File: config.mk
export PLATFORM = sky130hd
export DESIGN_NAME = abs_diff_sad_acc
export DESIGN_NICKNAME = d
export VERILOG_FILES = /design/src/rtl/abs_diff_sad_acc.sv
export SDC_FILE = /design/constraint.sdc
export NUM_CORES = 1
export LEC_CHECK = 0
export BUFFER_PORTS_ARGS = -buffer_cell sky130_fd_sc_hd__buf_4
export CAP_MARGIN = 20
export CORE_MARGIN = 2
export CORE_UTILIZATION = 59
export CTS_BUF_LIST = sky130_fd_sc_hd__clkbuf_8
export DETAILED_ROUTE_END_ITERATION = 8
export PLACE_DENSITY = 0.86
export SLEW_MARGIN = 10
export SYNTH_ARGS = -nofsm -noshare
export SYNTH_HDL_FRONTEND = slang
export SYNTH_SLANG_ARGS = --single-unit
export TNS_END_PERCENT = 1
File: constraint.sdc
create_clock -name clk -period 5.2 [get_ports clk]
set_input_delay 0.52 -clock clk [delete_from_list [all_inputs] [get_ports clk]]
set_output_delay 0.52 -clock clk [all_outputs]
set_load 0.02 [all_outputs]
File: src/rtl/abs_diff_sad_acc.sv
// abs_diff_sad_acc: multi-lane absolute-difference / SAD accumulator.
// Each accepted beat carries LANES operand pairs; per-lane |a-b| values are
// registered (stage 1), summed and accumulated over a block of up to
// BLOCK_LEN beats (stage 2), and the block SAD is presented on a
// valid/ready output that holds until the consumer takes it.
module abs_diff_sad_acc #(
  parameter  int WIDTH     = 8,
  parameter  int LANES     = 4,
  parameter  int BLOCK_LEN = 16,
  parameter  int SIGNED    = 0,
  localparam int CW        = $clog2(BLOCK_LEN + 1),
  localparam int LG_L      = (LANES > 1) ? $clog2(LANES) : 1,
  localparam int LG_B      = (BLOCK_LEN > 1) ? $clog2(BLOCK_LEN) : 1,
  localparam int ACC_W     = WIDTH + LG_L + LG_B
) (
  input  logic                   clk,
  input  logic                   rst,
  input  logic                   in_valid,
  output logic                   in_ready,
  input  logic [LANES*WIDTH-1:0] in_a,
  input  logic [LANES*WIDTH-1:0] in_b,
  input  logic                   in_last,
  output logic                   out_valid,
  input  logic                   out_ready,
  output logic [ACC_W-1:0]       out_sad,
  output logic [CW-1:0]          out_count
);

  // Width of one beat's lane sum: LANES values of at most 2^WIDTH-1 each.
  localparam int SUM_W = WIDTH + LG_L;

  typedef enum logic {
    ST_ACCUM = 1'b0,
    ST_HOLD  = 1'b1
  } state_e;

  state_e                        state_q, state_d;
  logic [CW-1:0]                 idx_q, idx_d;
  logic                          s1_valid_q, s1_valid_d;
  logic                          s1_last_q, s1_last_d;
  logic [LANES-1:0][WIDTH-1:0]   s1_diff_q, s1_diff_d;
  logic [ACC_W-1:0]              acc_q, acc_d;
  logic [CW-1:0]                 cnt_q, cnt_d;
  logic [ACC_W-1:0]              out_sad_q, out_sad_d;
  logic [CW-1:0]                 out_count_q, out_count_d;

  logic [LANES-1:0][WIDTH:0]     ext_a, ext_b, lane_sub;
  logic [LANES-1:0][WIDTH-1:0]   lane_abs;
  logic [SUM_W-1:0]              beat_sum;
  logic                          accept;

  // Per-lane |a-b|. Both operands are extended by one bit (zero or sign),
  // which is enough to hold any difference: the range is -(2^W-1)..2^W-1
  // in both modes, and its magnitude always fits WIDTH bits.
  always_comb begin
    for (int i = 0; i < LANES; i++) begin
      if (SIGNED != 0) begin
        ext_a[i] = {in_a[i*WIDTH+WIDTH-1], in_a[i*WIDTH +: WIDTH]};
        ext_b[i] = {in_b[i*WIDTH+WIDTH-1], in_b[i*WIDTH +: WIDTH]};
      end else begin
        ext_a[i] = {1'b0, in_a[i*WIDTH +: WIDTH]};
        ext_b[i] = {1'b0, in_b[i*WIDTH +: WIDTH]};
      end
      lane_sub[i] = ext_a[i] - ext_b[i];
      lane_abs[i] = lane_sub[i][WIDTH] ? WIDTH'(-lane_sub[i])
                                       : lane_sub[i][WIDTH-1:0];
    end
  end

  // Sum of the registered lane magnitudes for the beat sitting in stage 1.
  always_comb begin
    beat_sum = '0;
    for (int i = 0; i < LANES; i++) begin
      beat_sum = beat_sum + SUM_W'(s1_diff_q[i]);
    end
  end

  // Handshake, stage-1 capture, stage-2 accumulation and the ACCUM/HOLD FSM.
  // NOTE: every *_d gets its hold value first so no path can infer a latch.
  always_comb begin
    state_d     = state_q;
    idx_d       = idx_q;
    s1_valid_d  = 1'b0;
    s1_last_d   = 1'b0;
    s1_diff_d   = s1_diff_q;
    acc_d       = acc_q;
    cnt_d       = cnt_q;
    out_sad_d   = out_sad_q;
    out_count_d = out_count_q;

    // The input stalls while a block-closing beat waits in stage 1 and for
    // the whole time a result is held, so stage 1 never carries a beat of
    // the next block into a pending result.
    in_ready  = (state_q == ST_ACCUM) && !(s1_valid_q && s1_last_q);
    out_valid = (state_q == ST_HOLD);
    accept    = in_valid && in_ready;

    if (accept) begin
      s1_valid_d = 1'b1;
      s1_diff_d  = lane_abs;
      s1_last_d  = in_last || (idx_q == CW'(BLOCK_LEN - 1));
      idx_d      = s1_last_d ? '0 : idx_q + 1'b1;
    end

    unique case (state_q)
      ST_ACCUM: begin
        if (s1_valid_q) begin
          if (s1_last_q) begin
            out_sad_d   = acc_q + ACC_W'(beat_sum);
            out_count_d = cnt_q + 1'b1;
            state_d     = ST_HOLD;
          end else begin
            acc_d = acc_q + ACC_W'(beat_sum);
            cnt_d = cnt_q + 1'b1;
          end
        end
      end
      ST_HOLD: begin
        if (out_ready) begin
          acc_d   = '0;
          cnt_d   = '0;
          state_d = ST_ACCUM;
        end
      end
      default: state_d = ST_ACCUM;
    endcase
  end

  // State register with synchronous reset.
  // NOTE: sequential state uses non-blocking assignments only, so every flop
  // samples the pre-edge value of every other flop.
  always_ff @(posedge clk) begin
    if (rst) begin
      state_q     <= ST_ACCUM;
      idx_q       <= '0;
      s1_valid_q  <= 1'b0;
      s1_last_q   <= 1'b0;
      // NOTE: the lane-difference register is small and is cleared too, so
      // nothing stale is ever visible after reset; s1_valid_q alone guards it.
      s1_diff_q   <= '0;
      acc_q       <= '0;
      cnt_q       <= '0;
      out_sad_q   <= '0;
      out_count_q <= '0;
    end else begin
      state_q     <= state_d;
      idx_q       <= idx_d;
      s1_valid_q  <= s1_valid_d;
      s1_last_q   <= s1_last_d;
      s1_diff_q   <= s1_diff_d;
      acc_q       <= acc_d;
      cnt_q       <= cnt_d;
      out_sad_q   <= out_sad_d;
      out_count_q <= out_count_d;
    end
  end

  assign out_sad   = out_sad_q;
  assign out_count = out_count_q;

endmodule

==> flow_summary.toml <==
[outcome]
status = "completed"

[sta]
tightest_slew_ns = 0.7759
fmax_mhz = 240.2
hold_violations = 0
rsz0062_at_grt = "no"
period_needed_ns = 4.164
tns_ns = 0
drv_slew = 0
finalCritPeriodShare_pct = 80.07
relSlewSlack_pct = 48.12
setup_viol = 0
finalClockSkew_ns = 0.01281

[logic_synthesis]
yosysWarnings = 0
synth_seq_cells = 78
synth.distinct_cells = 64
seq_area_frac_synth_pct = 25.67
synth_cells = 764
syn_nets = 914
syn_area_sq_um = 6083
avgSynthCellArea_sq_um = 7.962
synth_edf_count = 0
synth_async_sr_flop_share_pct = 0
synthFlopType = "dfxtp_1"

[worst_setup_path]
worstPathRequired_ns = 5.48
endpoint_kind = "flop"
arrival_ns = 4.44
cp_max_fo = 8
cp-start-kind = "flop"
critPathKind = "flop to flop"

[clock_network]
cts-htree-levels = 3
clk_latency_ns = 0.37
cts_buffers = 9
cts_resized = 0
cts_tree = "done"
post_cts_buffers = 0
clk_pin_slew_ns = 0.09
root_buffer = "clkbuf_8"
hold_buffers = 0
clock_sink_count = 78
clockBufferDepth = 2

[die]
floorplan.initialDensity_pct = 59.73
dieWidth_um = 105.5
rows = 37
die_area_sq_um = 11140
design.core.area_sq_um = 10180
design.portCount = 90
die_h_um = 105.5

[placed_design]
gp_congestion = 0.8928
numPortBuffers = 89
hpwl_um = 10540

[route]
drt-total-wl_um = 13500
detail-route-antenna-nets = 0
wire_per_inst_um = 13.69
drc = 0
dr.pass1.iters = 5
drt_iter0_markers = 347
vias = 5535
avgViaCountPerCell = 5.614

[power_and_ir_drop]
p_int_w = 0.001405
pwr-share-clk_pct = 22.5
switching_share_pct = 39.43
p_sw_w = 0.0009143
p_total_w = 0.002319
comb_power_share_pct = 47.6
pwr_density_cell_nw_per_um2 = 327.0
power_frac_seq_pct = 29.8
ir_drop_v = 0.0001922
power_leakage_nw = 3.305

[global_route]
grt_util_all_layers_pct = 25.41
grt_max_degree = 61
grt_pass1_vias = 5424
grt_pass1_wl_um = 23440
overflow = 0
antenna_found_initial = 1

[layout]
diodes = 0
final_cell_mix = "inv_1, buf_4, nor2_1, dfxtp_1, nand2_1"
nFillCells = 835
syn_to_final_growth_pct = 16.60
drive_above_1_share_pct = 14.47
final_nets = 995
final_common_cell = "inv_1"

[job]
drv_cap = 0

[min_path]
hp-class = "input port to flop"
==> power groups by stage <==
stage,Sequential [W],Clock [W],Combinational [W]
6_report,0.000692,0.000523,0.00110
5_1_grt,0.000698,0.000555,0.00124
4_1_cts,0.000691,0.000528,0.00110
3_5_place_dp,0.000705,0,0.00109
3_3_place_gp,0.000702,0,0.00102
2_1_floorplan,0.000699,0,0.000825
==> worst max-delay path: stages, from the launching register on <==
cell      delay [ns]
dfxtp_1         0.36
inv_1           0.07
fa_1            0.47
fa_1            0.54
fa_1            0.41
inv_1           0.07
ha_1            0.16
inv_1           0.05
fa_1            0.40
nor2b_1         0.16
o21a_1          0.17
o21ai_1         0.11
a31oi_1         0.33
a221oi_2        0.16
or3_1           0.36
a311oi_1        0.25
==> synthesized netlist by cell type, types with 4 or more instances <==
cell | instances | area, sq um
xnor2_1 | 22 | 192.7
dfxtp_1 | 78 | 1562
and2_1 | 5 | 31.28
a22oi_1 | 11 | 82.58
o21ai_0 | 32 | 160.2
nor2_1 | 82 | 307.8
ha_1 | 54 | 675.7
a31oi_1 | 10 | 62.56
clkbuf_1 | 19 | 71.32
a21o_1 | 4 | 30.03
o31ai_1 | 6 | 45.04
a21oi_1 | 41 | 205.2
nand3_1 | 16 | 80.08
inv_1 | 121 | 454.2
nand3b_1 | 6 | 45.04
a211oi_1 | 30 | 225.2
or3_1 | 10 | 62.56
nand2_1 | 55 | 206.5
xor2_1 | 18 | 157.7
nand2b_1 | 9 | 56.30
nor4_1 | 4 | 25.02
fa_1 | 27 | 540.5
mux2i_1 | 5 | 50.05
o211ai_1 | 4 | 30.03
o21a_1 | 8 | 60.06
nor3b_1 | 4 | 30.03
nor3_1 | 15 | 75.07
a311oi_1 | 4 | 35.03
nor2b_1 | 11 | 68.82
==> kinds of logic after synthesis <==
family	after synthesis	share of synthesized area, %
muxes	5	0.8227
AOI/OAI and AO/OA	185	20.65
DFF	78	25.67
and+or+nand+nor	231	18.18
adders and majority gates	81	19.99
buffers and inverters	144	8.927
xor gates and xnor gates	40	5.759
==> state kept, by name, summed over array words and instances, names as in the netlist <==
register / cells
out_valid: 1
s1_last_q: 1
s1_valid_q: 1
cnt_q: 5
acc_q: 14
out_sad: 14
s1_diff_q: 32
idx_q: 5
out_count: 5
==> worst paths after layout <==
check	depth (start not counted)	slack [ns]	to	start
min reg2reg	2	0.46	out_sad[3]$_SDFFE_PP0P_	out_sad[3]$_SDFFE_PP0P_
max	15	1.04	out_sad[13]$_SDFFE_PP0P_	s1_diff_q[9]$_SDFFE_PP0P_
min	3	0.46	s1_last_q$_SDFF_PP0_	in_last
max reg2reg	15	1.04	out_sad[13]$_SDFFE_PP0P_	s1_diff_q[9]$_SDFFE_PP0P_
==> cell type report <==
| cell class | instances | area [sq um] | area share, % |
|---|---|---|---|
| sequential | 78 | 1562 | 22.01 |
| multi-input combinational | 542 | 3980 | 56.11 |
| inverter | 121 | 454.2 | 6.403 |
| clock inverter | 6 | 91.34 | 1.288 |
| timing repair buffer | 93 | 698.2 | 9.843 |
| clock buffer | 10 | 137.6 | 1.940 |
| tap | 136 | 170.2 | 2.399 |
==> metrics by stage <==
| step | setup slack [ns] | cell area (sq um) | instances | hold WS [ns] | util, % |
|---|---|---|---|---|---|
| 2_1_floorplan | 1.381 | 6083 | 764 | 0.4319 | - |
| 3_3_place_gp | 1.261 | 6864 | 970 | 0.4425 | 67.40 |
| 3_5_place_dp | 1.085 | 6864 | 970 | 0.4471 | 67.40 |
| 4_1_cts | 1.028 | 7093 | 986 | 0.4582 | 69.64 |
| 5_1_grt | 0.7593 | 7093 | 986 | 0.4794 | 69.64 |
| 6_report | 1.036 | 7093 | 986 | 0.4590 | 69.64 |
==> layer usage <==
metal  part of all wire [%]  global-route usage, %  up-vias
met5                  0.096                      0        -
met4                    2.2                  9.211        2
met3                    3.6                  3.525       28
met2                     51                  47.56      133
met1                     43                  29.28     2606
li1                       -                      -     2766
No activity file was read; power rests on OpenSTA's default activity.
